--- src/rtl/regfile_wb_arbiter.sv ---
// Register-file write-port arbiter: writeback (A) has priority over load responses (B).
// It also keeps a load scoreboard for decode hazards and a starvation guard that stalls the pipeline.
module regfile_wb_arbiter #(
    parameter int XLEN         = 32,
    parameter int STARVE_LIMIT = 4
) (
    input  logic            clk,
    input  logic            rst,
    input  logic            ex_we,
    input  logic [4:0]      ex_rd,
    input  logic [XLEN-1:0] ex_value,
    input  logic            ld_valid,
    input  logic [4:0]      ld_rd,
    input  logic [XLEN-1:0] ld_value,
    output logic            ld_ready,
    input  logic            ld_issue,
    input  logic [4:0]      ld_issue_rd,
    input  logic [4:0]      src1_num,
    input  logic [4:0]      src2_num,
    output logic            src_hazard,
    output logic            stall_o,
    output logic            rf_we,
    output logic [4:0]      rf_dst,
    output logic [XLEN-1:0] rf_value,
    output logic            proto_err
);

    typedef enum logic [1:0] {IDLE, STALL, GRANT} state_e;

    localparam logic [3:0] LIMIT = 4'(STARVE_LIMIT);

    state_e            state_q, state_d;
    logic [3:0]        starve_q, starve_d;
    logic              stall_q, stall_d;
    logic              rf_we_q, rf_we_d;
    logic [4:0]        rf_dst_q, rf_dst_d;
    logic [XLEN-1:0]   rf_value_q, rf_value_d;
    logic [31:0]       busy_q, busy_d;
    logic              err_q, err_d;

    logic              b_acc;
    logic              b_blocked;
    logic              wr_acc;
    logic [4:0]        wr_rd;
    logic              haz1, haz2;

    // Arbitration; a held B response is never taken while reset is asserted.
    assign b_acc     = ld_valid & ~ex_we & ~rst;
    assign b_blocked = ld_valid & ~b_acc;

    // NOTE: every signal assigned in always_comb gets a default first so no latch is inferred.
    always_comb begin
        starve_d = 4'd0;
        if (b_blocked) begin
            starve_d = (starve_q == LIMIT) ? LIMIT : starve_q + 4'd1;
        end
    end

    // Next-state logic of the starvation guard.
    always_comb begin
        state_d = state_q;
        unique case (state_q)
            IDLE:    if (b_blocked && starve_d == LIMIT) state_d = STALL;
            STALL:   state_d = ld_valid ? GRANT : IDLE;
            GRANT:   if (!ld_valid || b_acc) state_d = IDLE;
            default: state_d = IDLE;
        endcase
    end

    // Outputs of the guard: stall is the registered decode of the next state.
    always_comb begin
        stall_d  = (state_d == STALL) || (state_d == GRANT);
        ld_ready = b_acc;
    end

    // Write path, scoreboard and protocol checks.
    always_comb begin
        wr_acc     = ex_we | b_acc;
        wr_rd      = ex_we ? ex_rd : ld_rd;
        rf_we_d    = wr_acc && (wr_rd != 5'd0);
        rf_dst_d   = rf_dst_q;
        rf_value_d = rf_value_q;
        if (wr_acc) begin
            rf_dst_d   = wr_rd;
            rf_value_d = ex_we ? ex_value : ld_value;
        end

        // Clear first so that a same-cycle issue to the same register wins.
        busy_d = busy_q;
        if (b_acc) busy_d[ld_rd] = 1'b0;
        if (ld_issue && ld_issue_rd != 5'd0) busy_d[ld_issue_rd] = 1'b1;
        busy_d[0] = 1'b0;

        err_d = err_q
              | (ld_issue && ld_issue_rd != 5'd0 && busy_q[ld_issue_rd])
              | (b_acc && ld_rd != 5'd0 && !busy_q[ld_rd])
              | (state_q == GRANT && ex_we);
    end

    assign haz1 = (src1_num != 5'd0) && (busy_q[src1_num] || (rf_we_q && rf_dst_q == src1_num));
    assign haz2 = (src2_num != 5'd0) && (busy_q[src2_num] || (rf_we_q && rf_dst_q == src2_num));
    assign src_hazard = haz1 | haz2;

    // NOTE: sequential state uses non-blocking assignments only, so every flop samples pre-edge values.
    always_ff @(posedge clk) begin
        if (rst) begin
            state_q    <= IDLE;
            starve_q   <= 4'd0;
            stall_q    <= 1'b0;
            rf_we_q    <= 1'b0;
            rf_dst_q   <= 5'd0;
            rf_value_q <= '0;
            // NOTE: the scoreboard is a plain flop vector, so it is cleared on reset like any register.
            busy_q     <= 32'd0;
            err_q      <= 1'b0;
        end else begin
            state_q    <= state_d;
            starve_q   <= starve_d;
            stall_q    <= stall_d;
            rf_we_q    <= rf_we_d;
            rf_dst_q   <= rf_dst_d;
            rf_value_q <= rf_value_d;
            busy_q     <= busy_d;
            err_q      <= err_d;
        end
    end

    assign stall_o   = stall_q;
    assign rf_we     = rf_we_q;
    assign rf_dst    = rf_dst_q;
    assign rf_value  = rf_value_q;
    assign proto_err = err_q;

endmodule

--- config.mk ---
export PLATFORM = sky130hd
export DESIGN_NAME = regfile_wb_arbiter
export DESIGN_NICKNAME = d
export VERILOG_FILES = /design/src/rtl/regfile_wb_arbiter.sv
export SDC_FILE = /design/constraint.sdc
export NUM_CORES = 1
export LEC_CHECK = 0
export ABC_AREA = 1
export CORE_UTILIZATION = 40
export DETAILED_ROUTE_END_ITERATION = 16
export GPL_ROUTABILITY_DRIVEN = 0
export GPL_TIMING_DRIVEN = 0
export PLACE_DENSITY = 0.71
export SETUP_SLACK_MARGIN = 0.02
export SLEW_MARGIN = 10
export SYNTH_ARGS = -nofsm -noshare
export SYNTH_HDL_FRONTEND = slang
export SYNTH_SLANG_ARGS = --single-unit
export TNS_END_PERCENT = 10
--- constraint.sdc ---
create_clock -name clk -period 1.44 [get_ports clk]
set_input_delay 0.288 -clock clk [delete_from_list [all_inputs] [get_ports clk]]
set_output_delay 0.288 -clock clk [all_outputs]
set_load 0.02 [all_outputs]
### Yosys cells after proc, flatten, opt, wreduce, memory -nomap -nowiden

Cells that the tools add are included.

| operators by class | value |
|---|---|
| add/sub/neg operators | 1 |
| magnitude comparators | 6 |
| equality and inequality tests | 8 |
| multiplexer cells | 22 |
| bitwise operators | 14 |
| reduce and logical (&&, ||, !) cells | 25 |

Operator list:

| operator | number |
|---|---|
| $mux 32 | 3 |
| $and 32x32->32 | 1 |
| $not 32->32 | 1 |
| $or 32x32->32 | 1 |
| $reduce_bool 5->1 | 5 |
| $lt 5x6->1 const B | 4 |
| $bmux 1 s5 | 4 |
| $logic_and 1x1->1 | 13 |
| $demux 1 s5 | 2 |
| $eq 5x5->1 | 2 |
| $ge 5x1->1 const B | 2 |
| $eq 4x3->1 const B | 2 |
| $mux 4 | 2 |
| $mux 1 | 6 |
| $mux 2 | 3 |
| $pmux 2 s3 | 1 |
| $mux 5 | 1 |
| $or 1x1->1 | 5 |
| $add 4x1->4 const B | 1 |
| $eq 2x1->1 const B | 2 |
| $eq 2x2->1 const B | 2 |
| $logic_or 1x1->1 | 4 |
| $and 1x1->1 | 3 |
| $not 1->1 | 3 |
| other kinds (2) | 3 |

| word-level totals | value |
|---|---|
| register bits | 78 |
| word-level logic and storage cells | 85 |

### Depth between registers and ports, before layout

| logic depth | value |
|---|---|
| word-level depth | 12 |
| gate-level depth with buffers | 15 |

### Least setup slack after synthesis

Ideal clock, no wire load.

| path | value |
|---|---|
| path type | input-to-output |
| start | input port src1_num[1] |
| end | output port src_hazard |
| arrival time | 1198 ps |
| setup slack | -46 ps |
| cell stages on the path | 10 |
| buffers on the path | 1 |
| cells stage by stage | clkbuf_1 > inv_2 > o211ai_1 > nand3_1 > nand3_1 > nand2_1 > nand2_1 > nand3_1 > nand2_1 > nand2_1 |

| between the ends | value |
|---|---|
| word-level cells in the longest chain between the ends | 5 |
| elaborated cells between the ends (all ways) | 8 |
| those cells by class | eq/ne: 1; mux: 2; bitwise: 1; reduce/logical: 4 |

RTL lines:

| what | line | source |
|---|---|---|
| start: declaration | 18 | `input logic [4:0] src1_num,` |
| $bmux 1 s5 / $eq 5x5->1 (equally long branches) | 100 | `assign haz1 = (src1_num != 5'd0) && (busy_q[src1_num] \|\| (rf_we_q && rf_dst_q == src1_num));` |
| $mux 1 (not written as such) / $logic_and 1x1->1 (equally long branches) | 100 |  |
| $logic_or 1x1->1 | 100 |  |
| $logic_and 1x1->1 * | 100 |  |
| $or 1x1->1 * | 102 | `assign src_hazard = haz1 \| haz2;` |
| end: declaration | 20 | `output logic src_hazard,` |

Every way passes the cells marked *; elsewhere a longest branch is shown, timed or not. The select of a mux whose other input is x is not followed.

### Worst setup path in the final report

| path | value |
|---|---|
| start | register busy_q[11] |
| end | output port src_hazard |

| between the ends | value |
|---|---|
| word-level cells in the longest chain between the ends | 5 |
| elaborated cells between the ends (all ways) | 9 |
| those cells by class | mux: 4; bitwise: 1; reduce/logical: 4 |

RTL lines:

| what | line | source |
|---|---|---|
| start: declaration | 38 | `logic [31:0] busy_q, busy_d;` |
| start signal: assignment | 123 | `busy_q <= busy_d;` |
| $bmux 1 s5, on equally long branches | 100, 101 |  |
| $mux 1, on equally long branches | 100, 101 |  |
| $logic_or 1x1->1, on equally long branches | 100, 101 |  |
| $logic_and 1x1->1, on equally long branches | 100, 101 |  |
| $or 1x1->1 * | 102 |  |

Marked as above.

==> metrics.txt <==
outcome=finished, violations left; failing checks=setup timing; ANT nets after route=0; Reg clk slew, reported paths=0.06 ns; Main synth FF type=dfxtp_1; R2R cell count=13; vias in the first global route=5,466; mapped cell area=0.00496 sq mm; first-pass GRT wire length=roughly 28,000 um; FP Rows=40; DRT Wirelength=17,600 um; CP Cell Sequence=inv_1, nand2_1, o211ai_1, nand3_1, nand3_1, nand2_1, nand2_1, nand3_1, nand2_1, nand2_2, buf_6; Num CTS Buffers=9; Syn-to-layout area delta=43.1%; RR Endpoint=proto_err; slowest stage cell on the critical path=dfxtp_2; DR iter-0 viols=527; Worst setup EP type=output port; Post-route DRC=0; Sink Count=77; Crit path top cell by count=nand2_1; H-Tree Level Count=3; Post-DP Area=0.00648 sq mm; total iterations of the first detailed-routing run=6; antenna violations before repair=0; Core ar.=0.0121 sq mm; ant diodes=0; die width=113 um; CP max FO=4; Crit path max-delay family=simple AND/OR/NAND/NOR gates; startpoint types=flip-flop; Setup-failing EPs final=1; worst path buffer plus inverter count=2; Fin Clk Skew=slightly above 0.003 ns; Starting Density=41.2%; Synth area leaders=dfxtp_1, nand2_1, a21oi_1, inv_1, nand3_1; Gate Count Post-Synth=828; CP peak stage delay=approximately 0.34 ns; DR vias=~6,000; drt via density=around 5.1; minimum clock period=about 1.8 ns; Synth area leader=dfxtp_1; Slew HR=around 65%; nets=about 1,100; RSZ-0062 raised after global routing=true; syn_area_per_cell=around 6.0 sq um; Clk Latency, worst-skew pair=0.34 ns; final slew viol count=0; Mapped Nets=between 900 and 1,000; fmax=between 500 and 600 MHz; Non-Filler Cell Area, Final=about 0.0071 sq mm; largest net degree at the start of global routing=14; layout cell share with drive strength beyond 1=~18%; Overall Global Routing Usage=around 28%; Synth Area in Adders=0.504%; Max-Cap Viols=0; WHS Endpoint=starve_q[1]; Ys Warns=0; sequential area share after synthesis=a little over 30%; utilization after layout=between 50% and 60%; Hold Violations, Final=0; mux contribution to synthesized area=0%; worst vdd ir=0.582 mV; Post-synth EDFFs=0; worst slew pin tran=0.519 ns; CTS tree=done; Post-Synth XOR/XNOR Area=less than 1%; crit share post-route=124%; hold_ws=approximately 0.39 ns; Die ar.=around 0.013 sq mm; clock buffer depth=2; CTS Hold Buffers Added=0; Routed wire per std cell=~15 um; largest family of logic cells by synthesized area=simple AND/OR/NAND/NOR gates; critical path type=reg -> out; leak pwr=around 3.2 nW; Yosys reg bits=between 70 and 80; reg-to-reg setup timing slack=around 0.070 ns; simple-gate share of the synthesized area=between 30% and 40%; most frequent cells after synthesis=nand2_1, a21oi_1, inv_1; Top Ports=about 140; GRT Residual Overflow=0; CTS Root Cell=clkbuf_16; worst path required time=between 1 and 1.5 ns; Synth cell types=35; Chip Height=113 um; Data arrival, critical path=about 1.5 ns; Port-buffer cells=130; pwr dens=around 850 mW/mm^2; beginning of the worst hold path=ld_valid; worst setup margin=-0.352 ns; Yosys top cell area share=a little under a third; ys async rst share=0%; HPWL Detailed=approximately 13,000 um; HP Class=in -> reg; worst hold stages=3; compound-cell area share of the yosys netlist=22.0%; top-count cell post-synth=nand2_1; r2r startpoint=busy_q[20]
-- cell usage in the layout, fill, tap and decap left out, drive strengths merged --
cell type / n
ha: 2
a211oi: 1
nor2: 66
a221oi: 1
nor4: 1
a31oi: 2
nor3: 20
buf: 47
nand4: 3
clkdlybuf4s15: 7
clkinvlp: 2
nand3: 52
a31o: 1
nand2: 249
clkinv: 2
inv: 101
xnor2: 1
nand3b: 2
a21oi: 111
bufinv: 1
xor2: 1
o211ai: 6
clkdlybuf4s50: 71
o22ai: 6
dlygate4sd2: 49
clkbuf: 23
o21ai: 83
dfxtp: 77
-- worst max path at each step --
stage,startpoint,endpoint,cells past startpoint
global route,busy_q[15],src_hazard,11
global placement,src2_num[0],src_hazard,12
detailed placement,src2_num[0],src_hazard,12
floorplan,src2_num[1],src_hazard,9
CTS,busy_q[2],src_hazard,11
finish,busy_q[11],src_hazard,11
-- power breakdown --
part           total, mW  switching [mW]  internal, mW  leakage [nW]
clock network       2.39           0.981          1.41         0.144
registers           2.30          0.0764          2.22         0.649
logic               1.34           0.768         0.573          2.42
-- layer usage --
layer	wire [um]	share of wire, %	global-route usage, %
met5	0	0	0
met4	483	2.7	11.1
met3	1430	8.1	6.43
met2	8270	47	45.2
met1	7400	42	36.1
-- kinds of logic after synthesis --
group | Yosys count
flops | 77
fa+ha+maj | 2
compound gates | 211
simple gates | 393
xor+xnor | 2
buf+inv | 143
-- sequential cells by signal, indices dropped and copies added (netlist names) --
register   count
busy_q        31
proto_err      1
state_q        2
starve_q       4
stall_o        1
rf_dst         5
rf_we          1
rf_value      32
-- worst reg2reg max path, stage by stage (launching register included) --
cell	delay [ns]
dfxtp_2	0.34
buf_4	0.13
nand2_1	0.05
nand2_1	0.05
nand2_1	0.05
nand2_1	0.05
nand2_1	0.05
nand2_1	0.07
nor2_1	0.13
nand2_1	0.07
nand2_1	0.09
nand3_1	0.08
nand2_1	0.06
inv_1	0.04
-- cell type report --
class,instances,area (sq um)
inverter,102,392
multi-input combinational,608,2980
tap,168,210
sequential,77,1600
clock inverter,4,55.1
timing repair buffer,144,1350
fill,1202,4950
clock buffer,12,246
buffer,41,275
-- stage by stage --
step / total power [mW] / worst slack [ns] / instances / setup TNS, ns
5_1_grt: 6.27 / -0.465 / 1156 / -0.759
3_5_place_dp: 3.67 / -1.30 / 1126 / -35.45
4_1_cts: 6.01 / -0.352 / 1155 / -0.352
2_1_floorplan: 3.03 / 0.0350 / 828 / 0
6_report: 6.03 / -0.352 / 1156 / -0.352
3_3_place_gp: 3.67 / -1.30 / 1126 / -33.47
-- repair_timing --
item | CTS | global route
setup endpoints to repair | 114 | 54
setup buffers | 13 | 1
gates resized for setup | 152 | 37
pin swaps | 6 | 8
No activity file was read; power rests on OpenSTA's default activity.
